**config.mk**
```make
export PLATFORM = sky130hd
export DESIGN_NAME = quad_enumerator
export DESIGN_NICKNAME = d
export VERILOG_FILES = /design/src/rtl/quad_enumerator.sv
export SDC_FILE = /design/constraint.sdc
export NUM_CORES = 1
export LEC_CHECK = 0
export ABC_AREA = 1
export CAP_MARGIN = 20
export CORE_UTILIZATION = 30
export DETAILED_ROUTE_END_ITERATION = 8
export SLEW_MARGIN = 10
export SYNTH_ARGS = -nofsm -noshare
export SYNTH_HDL_FRONTEND = slang
export SYNTH_SLANG_ARGS = --single-unit
```
**constraint.sdc**
```tcl
create_clock -name clk -period 4 [get_ports clk]
set_input_delay 0.6 -clock clk [delete_from_list [all_inputs] [get_ports clk]]
set_output_delay 0.6 -clock clk [all_outputs]
set_load 0.005 [all_outputs]
```
**src/rtl/quad_enumerator.sv**
```systemverilog
// -----------------------------------------------------------------------------
// quad_enumerator
//
// Holds a 16-entry array of unsigned W-bit values. On start it walks every
// index quadruple i<j<k<l in lexicographic order, one candidate per cycle,
// and presents each quadruple whose element sum equals the latched target
// on a valid/ready output port.
//
// Optional feature: define QUAD_ENUM_COUNT_EN to add the match_count port,
// which counts the matches handed off during the most recent run.
//
// Ports
//   clk          single clock, rising edge
//   rst_n        asynchronous active-low reset
//   wr_en        array write strobe (ignored while busy)
//   wr_addr      element index 0..15
//   wr_data      element value
//   start        begin an enumeration (ignored while busy)
//   target       quadruple sum to match, W+2 bits
//   busy         high from the cycle after an accepted start until done
//   out_valid    a matching quadruple is presented
//   out_ready    consumer accepts the presented quadruple
//   out_i..out_l indices of the match, out_i<out_j<out_k<out_l
//   done         one-cycle pulse at the end of a run
//   match_count  matches of the last run (QUAD_ENUM_COUNT_EN only)
// -----------------------------------------------------------------------------
module quad_enumerator #(
   parameter int N = 16,
   parameter int W = 8
) (
   input  logic           clk,
   input  logic           rst_n,
   input  logic           wr_en,
   input  logic [3:0]     wr_addr,
   input  logic [W-1:0]   wr_data,
   input  logic           start,
   input  logic [W+1:0]   target,
   output logic           busy,
   output logic           out_valid,
   input  logic           out_ready,
   output logic [3:0]     out_i,
   output logic [3:0]     out_j,
   output logic [3:0]     out_k,
   output logic [3:0]     out_l,
   output logic           done
`ifdef QUAD_ENUM_COUNT_EN
   ,
   output logic [11:0]    match_count
`endif
);

   typedef enum logic [1:0] {IDLE, SCAN, EMIT, FIN} state_t;

   typedef struct packed {
      logic [3:0] i;
      logic [3:0] j;
      logic [3:0] k;
      logic [3:0] l;
   } quad_t;

   localparam quad_t FIRST_QUAD = '{i: 4'd0,  j: 4'd1,  k: 4'd2,  l: 4'd3};
   localparam quad_t LAST_QUAD  = '{i: 4'd12, j: 4'd13, k: 4'd14, l: 4'd15};

   state_t         state, state_nxt;
   quad_t          cur, cur_nxt, adv;
   logic [W-1:0]   mem [N];
   logic [W+1:0]   tgt;
   logic [W+1:0]   sum;
   logic           is_last;
   logic           accept_start;

   assign accept_start = (state == IDLE) && start;
   assign is_last      = (cur == LAST_QUAD);

   // Zero-extend each element before adding so four maximal values still fit.
   assign sum = {2'b00, mem[cur.i]} + {2'b00, mem[cur.j]}
              + {2'b00, mem[cur.k]} + {2'b00, mem[cur.l]};

   // Lexicographic successor: bump the rightmost index that still has room,
   // then pack every index to its right as tightly as possible.
   always_comb begin
      adv = cur;
      if (cur.l != 4'd15) begin
         adv.l = cur.l + 4'd1;
      end else if (cur.k != 4'd14) begin
         adv.k = cur.k + 4'd1;
         adv.l = cur.k + 4'd2;
      end else if (cur.j != 4'd13) begin
         adv.j = cur.j + 4'd1;
         adv.k = cur.j + 4'd2;
         adv.l = cur.j + 4'd3;
      end else begin
         adv.i = cur.i + 4'd1;
         adv.j = cur.i + 4'd2;
         adv.k = cur.i + 4'd3;
         adv.l = cur.i + 4'd4;
      end
   end

   // NOTE: every signal driven here gets a default first so no path through
   // the case statement can leave one unassigned and infer a latch.
   always_comb begin
      state_nxt = state;
      cur_nxt   = cur;
      unique case (state)
         IDLE: begin
            if (start) begin
               state_nxt = SCAN;
               cur_nxt   = FIRST_QUAD;
            end
         end
         SCAN: begin
            if (sum == tgt) begin
               state_nxt = EMIT;
            end else if (is_last) begin
               state_nxt = FIN;
            end else begin
               cur_nxt = adv;
            end
         end
         EMIT: begin
            if (out_ready) begin
               if (is_last) begin
                  state_nxt = FIN;
               end else begin
                  state_nxt = SCAN;
                  cur_nxt   = adv;
               end
            end
         end
         FIN: begin
            state_nxt = IDLE;
         end
         default: begin
            state_nxt = IDLE;
         end
      endcase
   end

   // NOTE: all sequential state uses non-blocking assignments so every
   // register samples the pre-edge values of the others.
   always_ff @(posedge clk or negedge rst_n) begin
      if (!rst_n) begin
         state <= IDLE;
         cur   <= '0;
         tgt   <= '0;
      end else begin
         state <= state_nxt;
         cur   <= cur_nxt;
         if (accept_start) begin
            tgt <= target;
         end
      end
   end

   // NOTE: the element array is cleared by reset on purpose so a run started
   // right after reset sees defined zeros; it is small enough to live in flops.
   always_ff @(posedge clk or negedge rst_n) begin
      if (!rst_n) begin
         for (int e = 0; e < N; e++) begin
            mem[e] <= '0;
         end
      end else if (wr_en && !busy) begin
         mem[wr_addr] <= wr_data;
      end
   end

`ifdef QUAD_ENUM_COUNT_EN
   // Counts completed handshakes only, so a stalled match is counted once.
   always_ff @(posedge clk or negedge rst_n) begin
      if (!rst_n) begin
         match_count <= '0;
      end else if (accept_start) begin
         match_count <= '0;
      end else if ((state == EMIT) && out_ready) begin
         match_count <= match_count + 12'd1;
      end
   end
`endif

   assign busy      = (state != IDLE);
   assign out_valid = (state == EMIT);
   assign done      = (state == FIN);
   assign out_i     = cur.i;
   assign out_j     = cur.j;
   assign out_k     = cur.k;
   assign out_l     = cur.l;

endmodule

```
==> results of run 1 <==
-- placed cells by master (no fill, tap or decap), types with 10 or more instances in the layout --
master	count
o21ai_2	12
clkbuf_16	23
fa_1	14
a21oi_2	20
a211oi_1	14
nand3_2	13
inv_2	10
o21ai_0	355
ha_1	23
nor2_1	43
dfrtp_1	149
clkdlybuf4s50_1	44
a21oi_1	251
nand2_1	265
buf_4	174
nand2_2	10
inv_1	139
o21ai_1	37
buf_12	28
nand3_1	136
-- metal layers --
layer,track usage (%),up-vias
met5,0,-
met4,11.6,0
met3,4.62,152
met2,39.3,808
met1,34.4,6318
li1,-,6212
-- cells in the mapped netlist (all sizes together), types with 4 or more instances --
cell	n	share of area, %
a311oi	8	0.60
nor2	46	1.6
a211oi	14	0.89
clkinv	6	0.19
dfrtp	156	33
clkbuf	99	3.2
o211ai	4	0.26
nand2	277	9.0
xnor2	5	0.37
or2	6	0.32
fa	16	2.7
o311ai	8	0.60
o21ai	404	17
inv	153	4.9
buf	26	1.1
mux2	8	0.77
a21oi	272	12
xor2	8	0.60
ha	29	3.1
nand3	151	6.7
nand4	6	0.45
-- sequential cells by signal (all words and copies together), names as in the netlist --
name,count
mem,128
out_i,4
out_j,4
out_k,4
out_l,4
state,2
tgt,10
-- worst max path at each step --
stage	slack [ns]	depth (start not counted)	startpoint	end
2_1_floorplan	0.006	23	out_i[1]	out_j[0]
3_3_place_gp	-0.37	23	out_k[0]	out_j[0]
3_5_place_dp	-0.39	21	out_j[0]	out_j[2]
4_1_cts	-0.27	21	out_k[0]	out_j[2]
5_1_grt	-0.54	24	out_j[1]	out_j[0]
6_report	-0.30	21	out_k[0]	out_i[0]
-- what timing repair did --
action                     in CTS  in global routing
setup endpoints to repair      18                 18
cloned                          4                  6
buffers inserted                8                  7
gates resized for setup        81                 88
hold buffers                    0                  0
pin swaps                      24                 37
-- stage by stage --
step	hold WS [ns]	setup slack, ns	util [%]	TNS, ns	area [µm²]
floorplan	0.304	0.00640	-	0	11900
global placement	0.468	-0.371	36.6	-5.80	14200
detailed placement	0.474	-0.390	36.6	-6.24	14200
CTS	0.226	-0.266	39.2	-3.98	15200
global route	0.245	-0.536	40.4	-8.50	15600
finish	0.193	-0.299	40.4	-4.41	15600
-- logic make-up after synthesis --
family	count (synthesis)	share of synthesized area, %
AO/OA/AOI/OAI	717	31.6
XOR/XNOR	13	0.968
AND/OR/NAND/NOR	491	18.4
flip-flops	156	33.2
adder cells (fa/ha/maj)	45	5.81
buffers and inverters	284	9.34
multiplexers	8	0.766
-- final cells by class --
class                      instances  area [µm²]
fill                            3932       23000
sequential                       156        3910
inverter                         159         622
clock buffer                      19         443
multi-input combinational       1275        7190
tap                              518         648
timing repair buffer             265        2670
clock inverter                    13         149
==> summary.txt, run 1 <==
Routing
  • Pre-antenna DRT Iters: 6
  • Met2 wire length: 22200 µm
  • Via density: 5.61
  • Number of DRC markers after the initial detailed-route iteration: between 1500 and 2000
  • Wirelength, routed: 51000 µm
  • Drt drc: 0
  • Via count: ~13000
  • Drt wl/cell: 21.2 µm
  • Met3 WL: 5350 µm
  • DR top layer: met4
  • Met1 WL: between 20000 and 25000 µm
  • DRT antenna net count: 0

STA
  • Setup ws final: -0.299 ns
  • Max Fclk: 233 MHz
  • Slew headroom: between 40% and 50%
  • Min Clock Period, post-route: between 4 and 5 ns
  • # setup viols final: 18
  • Final worst path period share: 107%
  • Clock Skew: 0.0211 ns
  • Final Hold Viols: 0
  • Unrepaired setup endpoints after global routing: true
  • Worst-Margin Slew: 0.861 ns
  • Pins Over Slew Limit: 0

GRT
  • Total grt overflow: 0
  • First-pass GRT wire length: ~76000 µm
  • Number of global-route vias before repair: between 10000 and 15000
  • Initial antenna violation count: 0
  • GRT Total Usage: 25.4%
  • Largest net degree at the start of global routing: 78

Critical path
  • CP required: 4.38 ns
  • Reg2reg end: out_i[0]
  • Crit. End Element: flop
  • Crit start category: flop
  • Max incr delay on CP: 0.55 ns
  • Slowest stage cell, crit path: fa_2
  • Worst EP arrival: 4.68 ns
  • Worst Path Buf+Inv: 4
  • R2R Setup Slk: -0.30 ns
  • Worst-path fanout max: 9
  • Reg2Reg Launch Point: out_k[0]
  • Worst Setup Path Type: reg2reg
  • Crit path max-delay family: adder cells
  • Worst r2r path cells: 21
  • CP Cell Sequence: buf_6 -> buf_12 -> buf_16 -> o21ai_0 -> o21ai_1 -> nand2_1 -> o311ai_4 -> fa_2 -> inv_1 -> fa_1 -> ha_2 -> fa_2 -> xnor2_2 -> nand3_1 -> nor2_1 -> nand3_2 -> nor2_4 -> nand4_4 -> nand3_4 -> nand2_1 -> o21ai_2

Synthesis
  • Yosys reg bits: 156
  • Asr flop ratio synth: 100%
  • Syn Nets: 1786
  • Avg Synthesized Cell Area: 6.86 µm²
  • Cell variety after synth: 43
  • Sequential area share after synthesis: between 30% and 40%
  • Cells after Synth: approximately 1700
  • Ys flop type: dfrtp_1
  • Cell area after synthesis: ~12000 µm²
  • Synth warn: 0
  • EDFF count, synth: 0

Clocking
  • Clock slew at reported path FFs: 0.07 ns
  • Total CTS buffers: 17
  • CTS root buffer: clkbuf_16
  • Clk buf depth: 2
  • Clock Latency Late Sink: approximately 0.47 ns
  • H-tree depth: 4
  • Number of clock sinks: 156
  • CTS tree: done

Final layout
  • Share of cells above drive strength 1: about a fifth
  • Nets@finish: between 1500 and 2000
  • Fin cells: 2405
  • Layout area overhead: 32.8%
  • Antenna diode count: 0

Run status
  • Failing checks: setup timing
  • Status: finished, violations left

Die
  • Die H: 200 µm
  • Initial core utilization: 30.4%
  • Die X: 200 µm
  • Die area: 40000 µm²
  • FP Rows: 72
  • IO Pins: 46
  • Core area: just under 40000 µm²

Placement
  • PortBufs: 45
  • Placed cell count: 2349
  • Final GP Congestion: 0.981
  • Post-DP HPWL: between 30000 and 40000 µm

Worst hold path
  • Hold Crit Class: in2async

Job
  • Max Cap Viol: 0
Power of run 1 is not shown: default switching activity piles up to over one toggle a cycle in this logic, so the estimate is an artifact.
==> run 2: changes to the inputs <==
Settings changed: SETUP_SLACK_MARGIN from default to 0.4.
==> summary.txt, run 2 (synthesis results as in run 1) <==
Final layout
  • Nets@finish: 1914
  • Final core utilization: 39.7%
  • Top Registers: mem: 128 flops, tgt: 10 flops
  • Layout area overhead: 30.4%
  • Filler instances: between 3000 and 4000
  • Most flop-heavy register: mem
  • Commonest non-fill, non-tap cell in the layout: o21ai_0
  • Share of cells above drive strength 1: about 18%
  • Commonest cells after routing, fill and taps aside: 362 x o21ai_0, 266 x nand2_1, 256 x a21oi_1
  • Final instance area: ~15000 µm²
  • Max reg flops: 128

Critical path
  • Reg2reg end: out_j[0]
  • Worst Path Buf+Inv: 4
  • Worst-path fanout max: 10
  • Worst Setup Path Type: reg2reg
  • Slowest stage cell, crit path: fa_2
  • Crit start category: flop
  • CP required: 4.34 ns
  • Reg2Reg Launch Point: out_k[0]
  • Crit. End Element: flop
  • Worst EP arrival: 4.58 ns
  • Worst r2r path cells: 22
  • Max incr delay on CP: 0.55 ns
  • CP Cell Sequence: buf_6 -> buf_12 -> buf_6 -> o21ai_0 -> o21ai_0 -> nand2_1 -> nand3_1 -> fa_1 -> inv_2 -> fa_1 -> ha_2 -> fa_2 -> xnor2_2 -> nand3_1 -> nor2_1 -> nand3_1 -> nor2_4 -> nand4_4 -> nand3_4 -> nor2_4 -> nand2_1 -> nand2_1
  • Crit path max-delay family: adder cells
  • R2R Setup Slk: -0.24 ns

GRT
  • Largest net degree at the start of global routing: 93
  • Initial antenna violation count: 0
  • Number of global-route vias before repair: roughly 12000
  • Total grt overflow: 0
  • GRT Total Usage: 25.5%
  • First-pass GRT wire length: 76100 µm

STA
  • Worst-Margin Slew: 0.885 ns
  • Clock Skew: 0.0173 ns
  • Pins Over Slew Limit: 0
  • Final worst path period share: 106%
  • Setup ws final: -0.241 ns
  • Slew headroom: 40.8%
  • Unrepaired setup endpoints after global routing: true
  • Final Hold Viols: 0
  • # setup viols final: 18
  • Setup_tns: -3.65 ns
  • Max Fclk: 236 MHz
  • Min Clock Period, post-route: 4.24 ns

Placement
  • Final GP Congestion: a little under 1
  • Pre-CTS setup slack: -0.626 ns
  • Post-DP HPWL: 35400 µm
  • DP Area: 13900 µm²
  • PortBufs: 45

Routing
  • Drt drc: 0
  • Drt wl/cell: around 21 µm
  • Via density: 5.61
  • Wirelength, routed: around 50000 µm
  • Pre-antenna DRT Iters: 8
  • DRT antenna net count: 0
  • Number of DRC markers after the initial detailed-route iteration: 1508
  • Via count: 13300

Die
  • Die area: about 40000 µm²
  • Core area: 38600 µm²
  • IO Pins: 46
  • FP Rows: a little over 70
  • Die X: 200 µm
  • Die H: 200 µm
  • Initial core utilization: between 30 and 40%

Clocking
  • Clock slew at reported path FFs: 0.07 ns
  • CTS root buffer: clkbuf_16
  • Clk buf depth: 2
  • CTS hold repair buffers: 0
  • Clock Latency Late Sink: approximately 0.46 ns
  • Total CTS buffers: 17
  • Number of clock sinks: 156
  • H-tree depth: 4
  • CTS tree: done

Run status
  • Failing checks: setup timing
  • Status: finished, violations left

Worst hold path
  • Hold Crit Class: in2async

Job
  • Max Cap Viol: 0
==> run 2: worst max-delay path by stage <==
stage | startpoint | end | cells after the start
2_1_floorplan | out_i[1] | out_j[0] | 24
3_3_place_gp | out_k[0] | out_k[0] | 22
3_5_place_dp | out_k[0] | out_k[0] | 22
4_1_cts | out_j[0] | out_j[2] | 22
5_1_grt | out_k[0] | out_i[3] | 22
6_report | out_k[0] | out_j[0] | 22
==> run 2: metal layers <==
metal  part of all wire (%)  GRT usage [%]  wire length (µm)
met1                     42           34.4             21200
met2                     45           39.8             22600
met3                    8.9           4.13              4520
met4                    4.2           12.2              2110
met5                      0              0                 0
==> run 2: through the flow <==
stage               hold WS [ns]  instances
floorplan                  0.304       1714
global placement           0.467       2312
detailed placement         0.473       2312
CTS                        0.239       2365
global route               0.259       2373
finish                     0.189       2374
==> run 2: area by class of cell <==
type	instances	area (µm²)	share of cell area [%]
diodes	1	2.50	0.0163
clock buffers	20	447	2.91
clock inverters	12	98.8	0.644
inverters	159	631	4.11
multi-input cells	1275	7140	46.5
flip-flops and latches	156	3910	25.5
well taps	518	648	4.22
repair buffers	232	2460	16.0
repair inverters	1	7.51	0.0489
==> run 2: worst register-to-register path, stage by stage (launching register included) <==
cell     delay, ns
dfrtp_2       0.42
buf_6         0.14
buf_12        0.15
buf_6         0.14
o21ai_0       0.16
o21ai_0       0.15
nand2_1       0.09
nand3_1       0.08
fa_1          0.51
inv_2         0.04
fa_1          0.49
ha_2          0.20
fa_2          0.55
xnor2_2       0.10
nand3_1       0.08
nor2_1        0.09
nand3_1       0.11
nor2_4        0.14
nand4_4       0.16
nand3_4       0.15
nor2_4        0.06
nand2_1       0.06
nand2_1       0.05
==> run 2: timing repair <==
item,4_1_cts,5_1_grt
setup buffers,12,5
resized for setup,96,36
endpoints found under the setup margin,18,18
cloned,9,3
pin swaps,39,15
Power of run 2 is left out for the same reason.
==> run 3: changes to the inputs <==
Settings changed: GPL_TIMING_DRIVEN from default to 1.
==> results of run 3 <==
Final layout, timing and power as in run 2 (identical DEF).
Power of run 3 is left out for the same reason.
